===== src/rtl/stream_demux1to2.sv =====
// rtl/stream_demux1to2.sv - 1-to-2 dataflow steer with one FIFO per output
//
// Purpose: takes one data token and one select token together, and writes the
// data into the out0 FIFO (sel=0) or the out1 FIFO (sel=1). Each output has its
// own DEPTH-entry FIFO, so a stalled consumer never blocks the other output.
//
// Ports:
//   clk, reset            clock; asynchronous active-high reset
//   in_valid/in_data/in_ready       data token input
//   sel_valid/sel/sel_ready         select token input
//   out0_valid/out0_data/out0_ready output 0 (head of FIFO 0)
//   out1_valid/out1_data/out1_ready output 1 (head of FIFO 1)
//   cnt0, cnt1            16-bit fire counters per output
//                         (present only with STREAM_DEMUX_STATS_EN defined)
module stream_demux1to2 #(
  parameter int WIDTH = 32,
  parameter int DEPTH = 2
) (
  input  logic             clk,
  input  logic             reset,
  input  logic             in_valid,
  input  logic [WIDTH-1:0] in_data,
  output logic             in_ready,
  input  logic             sel_valid,
  input  logic             sel,
  output logic             sel_ready,
  output logic             out0_valid,
  output logic [WIDTH-1:0] out0_data,
  input  logic             out0_ready,
  output logic             out1_valid,
  output logic [WIDTH-1:0] out1_data,
  input  logic             out1_ready
`ifdef STREAM_DEMUX_STATS_EN
  ,
  output logic [15:0]      cnt0,
  output logic [15:0]      cnt1
`endif
);

  localparam int PW = $clog2(DEPTH);
  localparam int CW = $clog2(DEPTH + 1);
  localparam logic [CW-1:0] FULL_CNT = CW'(DEPTH);

  logic [WIDTH-1:0] mem_q   [2][DEPTH];
  logic [WIDTH-1:0] mem_d   [2][DEPTH];
  logic [PW-1:0]    wptr_q  [2];
  logic [PW-1:0]    wptr_d  [2];
  logic [PW-1:0]    rptr_q  [2];
  logic [PW-1:0]    rptr_d  [2];
  logic [CW-1:0]    count_q [2];
  logic [CW-1:0]    count_d [2];
  logic [1:0]       full;
  logic [1:0]       push;
  logic [1:0]       pop;
  logic             full_sel;
  logic             fire;

  always_comb begin
    // Readiness looks only at registered occupancy: a full FIFO refuses a push
    // even when it pops this cycle, so out*_ready never reaches in_ready.
    full[0]   = (count_q[0] == FULL_CNT);
    full[1]   = (count_q[1] == FULL_CNT);
    full_sel  = full[sel];
    in_ready  = sel_valid & ~full_sel;
    sel_ready = in_valid & ~full_sel;
    fire      = in_valid & sel_valid & ~full_sel;
    push      = {fire & sel, fire & ~sel};
    pop[0]    = (count_q[0] != '0) & out0_ready;
    pop[1]    = (count_q[1] != '0) & out1_ready;

    mem_d   = mem_q;
    wptr_d  = wptr_q;
    rptr_d  = rptr_q;
    count_d = count_q;

    if (push[0]) begin
      mem_d[0][wptr_q[0]] = in_data;
      wptr_d[0]           = wptr_q[0] + 1'b1;
    end
    if (push[1]) begin
      mem_d[1][wptr_q[1]] = in_data;
      wptr_d[1]           = wptr_q[1] + 1'b1;
    end
    if (pop[0]) rptr_d[0] = rptr_q[0] + 1'b1;
    if (pop[1]) rptr_d[1] = rptr_q[1] + 1'b1;

    // Simultaneous push and pop leaves occupancy unchanged.
    case ({push[0], pop[0]})
      2'b10:   count_d[0] = count_q[0] + 1'b1;
      2'b01:   count_d[0] = count_q[0] - 1'b1;
      default: count_d[0] = count_q[0];
    endcase
    case ({push[1], pop[1]})
      2'b10:   count_d[1] = count_q[1] + 1'b1;
      2'b01:   count_d[1] = count_q[1] - 1'b1;
      default: count_d[1] = count_q[1];
    endcase
  end

  always_ff @(posedge clk or posedge reset) begin
    if (reset) begin
      mem_q   <= '{default: '0};
      wptr_q  <= '{default: '0};
      rptr_q  <= '{default: '0};
      count_q <= '{default: '0};
    end else begin
      mem_q   <= mem_d;
      wptr_q  <= wptr_d;
      rptr_q  <= rptr_d;
      count_q <= count_d;
    end
  end

  // Heads are masked to zero while empty; since count_q clears asynchronously
  // the outputs drop to zero the moment reset rises.
  assign out0_valid = (count_q[0] != '0);
  assign out1_valid = (count_q[1] != '0);
  assign out0_data  = out0_valid ? mem_q[0][rptr_q[0]] : '0;
  assign out1_data  = out1_valid ? mem_q[1][rptr_q[1]] : '0;

`ifdef STREAM_DEMUX_STATS_EN
  logic [15:0] cnt_q [2];
  logic [15:0] cnt_d [2];

  always_comb begin
    cnt_d[0] = cnt_q[0] + {15'd0, push[0]};
    cnt_d[1] = cnt_q[1] + {15'd0, push[1]};
  end

  always_ff @(posedge clk or posedge reset) begin
    if (reset) begin
      cnt_q <= '{default: '0};
    end else begin
      cnt_q <= cnt_d;
    end
  end

  assign cnt0 = cnt_q[0];
  assign cnt1 = cnt_q[1];
`endif

endmodule


===== config.mk =====
export PLATFORM = sky130hd
export DESIGN_NAME = stream_demux1to2
export DESIGN_NICKNAME = d
export VERILOG_FILES = /design/src/rtl/stream_demux1to2.sv
export SDC_FILE = /design/constraint.sdc
export NUM_CORES = 1
export LEC_CHECK = 0
export ABC_AREA = 1
export CORE_MARGIN = 2
export CORE_UTILIZATION = 55
export DETAILED_ROUTE_END_ITERATION = 8
export DONT_BUFFER_PORTS = 1
export PLACE_DENSITY = 0.81
export SETUP_SLACK_MARGIN = 0.05
export SLEW_MARGIN = 20
export SYNTH_ARGS = -nofsm -noshare
export SYNTH_HDL_FRONTEND = slang
export SYNTH_SLANG_ARGS = --single-unit
export TNS_END_PERCENT = 100

===== constraint.sdc =====
create_clock -name clk -period 7.81 [get_ports clk]
set_clock_uncertainty 0.15 [all_clocks]
set_input_delay 0.781 -clock clk [delete_from_list [all_inputs] [get_ports clk]]
set_output_delay 0.781 -clock clk [all_outputs]
set_load 0.05 [all_outputs]

* Word level (Yosys, flattened, before mapping)
Index checks and enable logic that the tools add are counted.
** Cells by class
- Add/subtract/negate cells :: 8
- $lt $le $gt $ge :: 7
- Eq/ne operators :: 6
- Multiplexer cells :: 18
- Bitwise logic cells :: 14
- Reductions and logical operators :: 6
** Operator list (count)
- $mux 32 :: 10
- $bwmux 64 :: 2
- $demux 32 s1 :: 2
- $and 1x1->1 :: 8
- $eq 2x2->1 const B :: 4
- $ge 2x2->1 const B :: 4
- $not 1->2 :: 4
- $pmux 2 s2 :: 2
- $reduce_bool 2->1 :: 4
- $add 1x1->1 const B :: 4
- $add 2x1->2 const B :: 2
- $eq 2x1->1 const B :: 2
- $lt 2x1->1 const B :: 2
- $sub 2x1->2 const B :: 2
- $logic_and 1x1->1 :: 2
- $lt 1x2->1 const B :: 1
- $mux 1 :: 2
- $not 1->1 :: 2
** Word-level totals
- Register bits :: 136
- Logic and storage cells :: 69

* Logic depth before layout (Yosys ltp)
Gate-level depths: netlist of the first run.
- Word-level depth :: 8
- Depth in mapped cells :: 8
- Gate-level depth less buffers :: 7

* Least setup slack after synthesis of the first run
OpenSTA, ideal clock, no wires.
- Path type :: flip-flop to output port
- Start :: register count_q[2] (netlist name)
- End :: output port out0_data[22]
- Arrival time :: 1.807 ns
- Required time :: 6.879 ns
- Slack :: 5.072 ns
- Cell stages (with the launch flop) :: 6
- Path buffers :: 1
- Cells stage by stage :: dfrtp_1 nor2_1 inv_1 buf_2 o21ai_0 a21oi_1
** On the way
- Cells in the longest elaborated chain, start to end :: 2
** RTL lines
- start, declared :: RTL line 50 : logic [CW-1:0] count_q [2];
- start signal, assigned :: RTL line 110 : count_q <= count_d;
- $reduce_bool 2->1 :: RTL line 116 : assign out0_valid = (count_q[0] != '0);
- net out0_valid :: RTL line 27 : output logic out0_valid,
- $mux 32 :: RTL line 118 : assign out0_data = out0_valid ? mem_q[0][rptr_q[0]] : '0;
- end, declared :: RTL line 28 : output logic [WIDTH-1:0] out0_data,
The timed path passes the listed nets, and every way through them passes these cells.

* Worst setup path in the final report of the first run
- Start :: register rptr_q[1] (netlist name)
- End :: output port out0_data[11]
** On the way
- Cells in the longest elaborated chain, start to end :: 5
** RTL lines
- start, declared :: RTL line 48 : logic [PW-1:0] rptr_q [2];
- start signal, assigned :: RTL line 109 : rptr_q <= rptr_d;
- $not 1->2 (not written as such) :: RTL line 118
- $mux 32 (not written as such) (3 in series) :: RTL line 118
- $mux 32 :: RTL line 118
Every way passes these cells. The select of a mux whose other input is x is not followed.

==> results.sh, run 1 <==
export IMPL_pre_cts_ws_ps=4720
export IMPL_hp_class="in2async"
export IMPL_ys_warn_count=0
export IMPL_root_buffer="clkbuf_16"
export IMPL_cts_buffers=17
export IMPL_path_clk_slew_ps=60
export IMPL_crit_slowest_cell="dfrtp_2"
export IMPL_fin_ws_ps=4270
export IMPL_finalSetupViolations=0
export IMPL_required_ps=6880
export IMPL_cts_tree="built"
export IMPL_core_area_sq_mm=0.0126
export IMPL_grt_pass1_wl_mm=29.5
export IMPL_syn_nets=920
export IMPL_grt_start_max_net_pins=83
export IMPL_whs_ps=221
export IMPL_layout_drive_gt1_share_pct=5.90
export IMPL_max_cap_viol_count=0
export IMPL_fin_crit_ps=3540
export IMPL_via_per_inst=5.37
export IMPL_mostFrequentLayoutCell="nand2_1"
export IMPL_multi_input_area_sq_mm=0.00280
export IMPL_tns_ps=0
export IMPL_ys_ff_latch=136
export IMPL_status="complete, no violations"
export IMPL_arrival_ps=2610
export IMPL_syn_area_sq_mm=0.00706
export IMPL_synth_distinct_cells=20
export IMPL_layout_nets=892
export IMPL_grt_usage_pct=27.2
export IMPL_slew_violations=0
export IMPL_fillers=1130
export IMPL_final_cell_mix="258 x nand2_1, 136 x inv_1, 134 x dfrtp_1, 128 x o21bai_1, 67 x o21ai_0"
export IMPL_dr_pass1_iters=5
export IMPL_crit_chain="o21ai_0 > a21oi_1"
export IMPL_overflow=0
export IMPL_min_period_over_period_pct=45.3
export IMPL_start_util_pct=56.2
export IMPL_diodes=0
export IMPL_syn_area_per_cell_sq_um=8.04
export IMPL_num_rows=41
export IMPL_fp_dieH_microns=117
export IMPL_critPathBufInv=0
export IMPL_cpPeakStageDelay_ps=1000
export IMPL_dieArea_sq_mm=0.0138
export IMPL_wl_per_cell_microns=17.1
export IMPL_initialDrtViolationCount=509
export IMPL_io_buffers=0
export IMPL_hold_viol=0
export IMPL_rsz0062_at_grt="false"
export IMPL_worst_slew_pin_slew_ps=1140
export IMPL_grt_pass1_vias=5492
export IMPL_crit_family="compound AO/OA/AOI/OAI gates"
export IMPL_regArea_sq_mm=0.00341
export IMPL_cts_max_level=4
export IMPL_ant_nets=0
export IMPL_ys_seq_area_share_pct=48.2
export IMPL_place_hpwl_mm=10.8
export IMPL_timing_slew_headroom_pct=23.9
export IMPL_syn_inst=879
export IMPL_drc=0
export IMPL_insertion_delay_ps=420
export IMPL_antenna_found_initial=0
export IMPL_place_congestion=0.808
export IMPL_worstSetupPathType="reg2out"
export IMPL_post_cts_resize_count=0
export IMPL_hold_buffers=0
export IMPL_fmax_mhz=283
export IMPL_clock_sinks=136
export IMPL_start_kind="register"
export IMPL_syn2layout_area_growth_pct=7.87
export IMPL_drt_wl_total_mm=17.7
export IMPL_clock_path_buffers=2
export IMPL_cts_setup_buffers=0
export IMPL_crit_path_end_kind="primary output"
export IMPL_dieWidth_microns=117
export IMPL_vias=5566
export IMPL_pin_count=107
export IMPL_cp_max_fo=65
## per-stage QoR
stage / std cells / cell area, sq um / util [%]
floorplan: 879 / 7060 / -
global placement: 1004 / 7050 / 56.1
detailed placement: 1004 / 7050 / 56.1
CTS: 1036 / 7620 / 60.6
global route: 1036 / 7620 / 60.6
finish: 1036 / 7620 / 60.6
## final cells by class
cell class	instances	share of cell area [%]
Sequential cell	136	44.7
Timing Repair Buffer	13	1.28
Clock buffer	31	7.32
Inverter	141	7.01
Multi-Input combinational cell	542	36.8
Tap cell	172	2.82
Clock inverter	1	0.0657
## metal layers
metal,global-route usage (%),wire length [microns]
met5,0,0
met4,9.79,316
met3,6.37,1330
met2,41.3,8100
met1,38.3,7990
## flip-flops by register name (all words and copies together) (netlist names)
| signal | count |
|---|---|
| mem_q | 128 |
| rptr_q | 2 |
| count_q | 4 |
| wptr_q | 2 |
## kinds of logic (layout without fill, tap and decap cells)
| kind of cell | after synthesis | count (layout) | synth area share, % |
|---|---|---|---|
| adders and majority gates | 2 | 2 | 0.354 |
| AOI/OAI and AO/OA | 261 | 261 | 23.0 |
| buffers and inverters | 201 | 186 | 12.3 |
| DFF | 136 | 136 | 48.2 |
| and+or+nand+nor | 271 | 271 | 15.1 |
| xor gates and xnor gates | 8 | 8 | 0.992 |
## path summary, 6_finish.rpt
kind                            slack, ps  cells past startpoint        start             to
min in group clk                      320                      2  in_data[20]      mem_q[52]
max in group asynchronous            6100                      2        reset       mem_q[2]
worst min register to register        350                      1   count_q[3]     count_q[3]
worst max-delay path                 4270                      2    rptr_q[1]  out0_data[11]
worst min-delay path                  220                      1        reset      rptr_q[0]
worst max register to register       5020                      8   count_q[2]      mem_q[92]
## Yosys cell counts (all sizes together)
master	n	area [sq um]
inv	139	522
a21oi	66	330
buf	36	250
nand4	2	42.5
o21bai	128	961
nor2	10	47.5
dfrtp	136	3400
ha	2	25.0
xor2	4	35.0
o21ai	67	335
nand2	258	968
clkinv	2	7.51
xnor2	4	35.0
clkbuf	24	90.1
nand3	1	10.0
Power of run 1 is left out: the tool's default activity adds up to more than one toggle a clock period on the data nets, which glitch-free logic cannot reach.
==> run 2, diff against run 1 <==
--- a/config.mk
+++ b/config.mk
@@ -5,7 +5,7 @@
 export SDC_FILE = /design/constraint.sdc
 export NUM_CORES = 1
 export LEC_CHECK = 0
-export ABC_AREA = 1
+export ABC_AREA = 0
 export CORE_MARGIN = 2
 export CORE_UTILIZATION = 55
 export DETAILED_ROUTE_END_ITERATION = 8
==> constraint.sdc (replaced) <==
create_clock -name clk -period 3.3 [get_ports clk]
set_clock_uncertainty 0.15 [all_clocks]
set_input_delay 0.33 -clock clk [delete_from_list [all_inputs] [get_ports clk]]
set_output_delay 0.33 -clock clk [all_outputs]
set_load 0.05 [all_outputs]
==> run 2 against run 1 <==
Effect of this change:
- design area grew 0.94%
- non-clock buffer count grew 75
- synthesized cell count fell by 48%
- sequential cell count did not move
- first-iteration DRC count fell by 57%
- largest cell class unchanged
- global-route usage is 4.0 points lower
- critical endpoint is now count_q[1]
==> results.sh, run 2 <==
export IMPL_status="complete, no violations"
export IMPL_stdcell_count=686
export IMPL_hp_class="in2reg"
export IMPL_drc=0
export IMPL_finalSetupViolations=0
export IMPL_overflow=0
export IMPL_crit_path_end_kind="register"
export IMPL_arrival_ps=2950
export IMPL_synth_distinct_cells=21
export IMPL_mostFrequentLayoutCell="dfrtp_1"
export IMPL_antenna_found_initial=0
export IMPL_ys_ff_latch=136
export IMPL_root_buffer="clkbuf_16"
export IMPL_tns_ps=0
export IMPL_yosysTopAreaCell="dfrtp_1"
export IMPL_crit_slowest_cell="nor2_2"
export IMPL_pin_count=107
export IMPL_crit_family="simple AND/OR/NAND/NOR gates"
export IMPL_io_buffers=0
export IMPL_place_congestion=0.739
export IMPL_syn_inst=453
export IMPL_grt_pass1_wl_mm=22.3
export IMPL_ant_nets=0
export IMPL_dr_pass1_iters=4
export IMPL_synth_top_cell_area_share_pct=54.6
export IMPL_fin_crit_ps=2750
export IMPL_required_ps=3490
export IMPL_syn2layout_area_growth_pct=23.4
export IMPL_path_clk_slew_ps=60
export IMPL_synth_area_leaders="dfrtp_1 55%, mux2_2 18%, mux2i_1 10%"
export IMPL_final_cell_mix="134 x dfrtp_1, 98 x mux2_2, 66 x nor2_1, 65 x mux2i_1, 52 x buf_4"
export IMPL_wl_per_cell_microns=19.7
export IMPL_vias=3766
export IMPL_placed_cell_area_sq_mm=0.00671
export IMPL_syn_area_sq_mm=0.00623
export IMPL_min_period_over_period_pct=83.4
export IMPL_crit_chain="nor2_2 > inv_1 > and2_1 > ha_1 > nor2_1 > xor2_1"
export IMPL_grt_usage_pct=23.2
export IMPL_place_hpwl_mm=8.43
export IMPL_layout_drive_gt1_share_pct=40.5
export IMPL_grt_pass1_vias=4185
export IMPL_cts_buffers=17
export IMPL_ys_seq_area_share_pct=54.6
export IMPL_largest_reg_flops=128
export IMPL_slew_violations=0
export IMPL_worst_slew_pin_slew_ps=962
export IMPL_synth_common_cells="136 x dfrtp_1, 98 x mux2_2, 69 x nor2_1, 65 x mux2i_1, 30 x mux2_4"
export IMPL_grt_start_max_net_pins=81
export IMPL_cpPeakStageDelay_ps=680
export IMPL_rsz0062_at_grt="false"
export IMPL_fin_area_sq_mm=0.00769
export IMPL_start_kind="register"
export IMPL_insertion_delay_ps=420
export IMPL_synth_most_common_cell="dfrtp_1"
export IMPL_dieWidth_microns=110
export IMPL_async_flop_share_pct=100
export IMPL_dieArea_sq_mm=0.0122
export IMPL_core_area_sq_mm=0.0109
export IMPL_cp_max_fo=17
export IMPL_syn_area_per_cell_sq_um=13.8
export IMPL_layout_nets=574
export IMPL_fillers=770
export IMPL_cts_tree="built"
export IMPL_hold_viol=0
export IMPL_place_inst=619
export IMPL_drt_wl_total_mm=13.5
export IMPL_clock_sinks=136
export IMPL_start_util_pct=57.0
export IMPL_diodes=0
export IMPL_ys_warn_count=0
export IMPL_cts_max_level=4
export IMPL_clock_path_buffers=2
export IMPL_critPathBufInv=1
export IMPL_post_cts_resize_count=0
export IMPL_num_rows=38
export IMPL_fmax_mhz=363
export IMPL_synth_edf_count=0
export IMPL_syn_nets=494
export IMPL_via_per_inst=5.49
export IMPL_timing_slew_headroom_pct=35.7
export IMPL_max_cap_viol_count=0
export IMPL_initialDrtViolationCount=220
export IMPL_top_register="mem_q"
export IMPL_fp_dieH_microns=110
export IMPL_worstSetupPathType="reg2reg"
export IMPL_top_regs="mem_q: 128 flops, count_q: 4 flops"
export IMPL_synthFlopType="dfrtp_1"
-- run 2: changes by cell type after synthesis, moves of 65 or more --
cell / previous run / this run
o21bai_1: 128 / 0
nand2_1: 258 / 1
inv_1: 137 / 3
mux2i_1: 0 / 65
o21ai_0: 67 / 0
a21oi_1: 66 / 0
mux2_2: 0 / 98
-- run 2: metal layers --
metal | track usage (%) | vias up | wire length, microns
met3 | 7.79 | 14 | 665
met4 | 6.75 | 0 | 168
met2 | 39.3 | 86 | 6890
met5 | 0 | - | 0
met1 | 28.4 | 1946 | 5790
li1 | - | 1720 | -
-- run 2: cell type report --
cell class	instances	area (sq um)	share of cell area, %
Clock inverter	5	82.6	1.07
Tap cell	140	175	2.28
Multi-Input combinational cell	287	2710	35.2
Clock buffer	27	533	6.93
Timing Repair Buffer	88	771	10.0
Inverter	3	15.0	0.195
Sequential cell	136	3410	44.3
-- run 2: stage by stage --
stage                     worst slack, ps  utilization (%)  hold WS, ps
after floorplan                      1010                -          304
after global placement                532             61.4          279
after detailed placement              531             61.4          291
after CTS                             519             70.1         29.8
after global routing                  400             70.3         51.0
final                                 548             70.3         41.4
-- run 2: cell families (layout without fill, tap and decap cells) --
kind of cell	after synthesis	in the layout	share of synthesized area [%]
fa+ha+maj	2	2	0.402
mux	193	193	35.4
xor+xnor	10	10	1.41
buf+inv	30	123	2.43
flops	136	136	54.6
simple gates	82	82	5.76
-- run 2: worst reg2reg max path: stages, from the launching register on --
cell	delay, ps
dfrtp_1	430
nor2_2	680
inv_1	460
and2_1	320
ha_1	330
nor2_1	140
xor2_1	160
-- run 2: worst paths after layout --
check,startpoint,end,slack (ps),depth (start not counted)
min in group asynchronous,reset,mem_q[0],430,2
max in group asynchronous,reset,rptr_q[1],1630,3
hold / removal,out1_ready,rptr_q[0],40,2
hold reg to reg,mem_q[55],mem_q[55],350,1
setup / recovery,count_q[0],count_q[1],550,6
setup reg to reg,count_q[0],count_q[1],550,6
-- run 2: what timing repair did --
action / in CTS / in global routing
hold endpoints to repair: 171 / 0
buffers inserted: 0 / 0
hold buffers: 34 / 0
Power of run 2 is left out for the same reason.
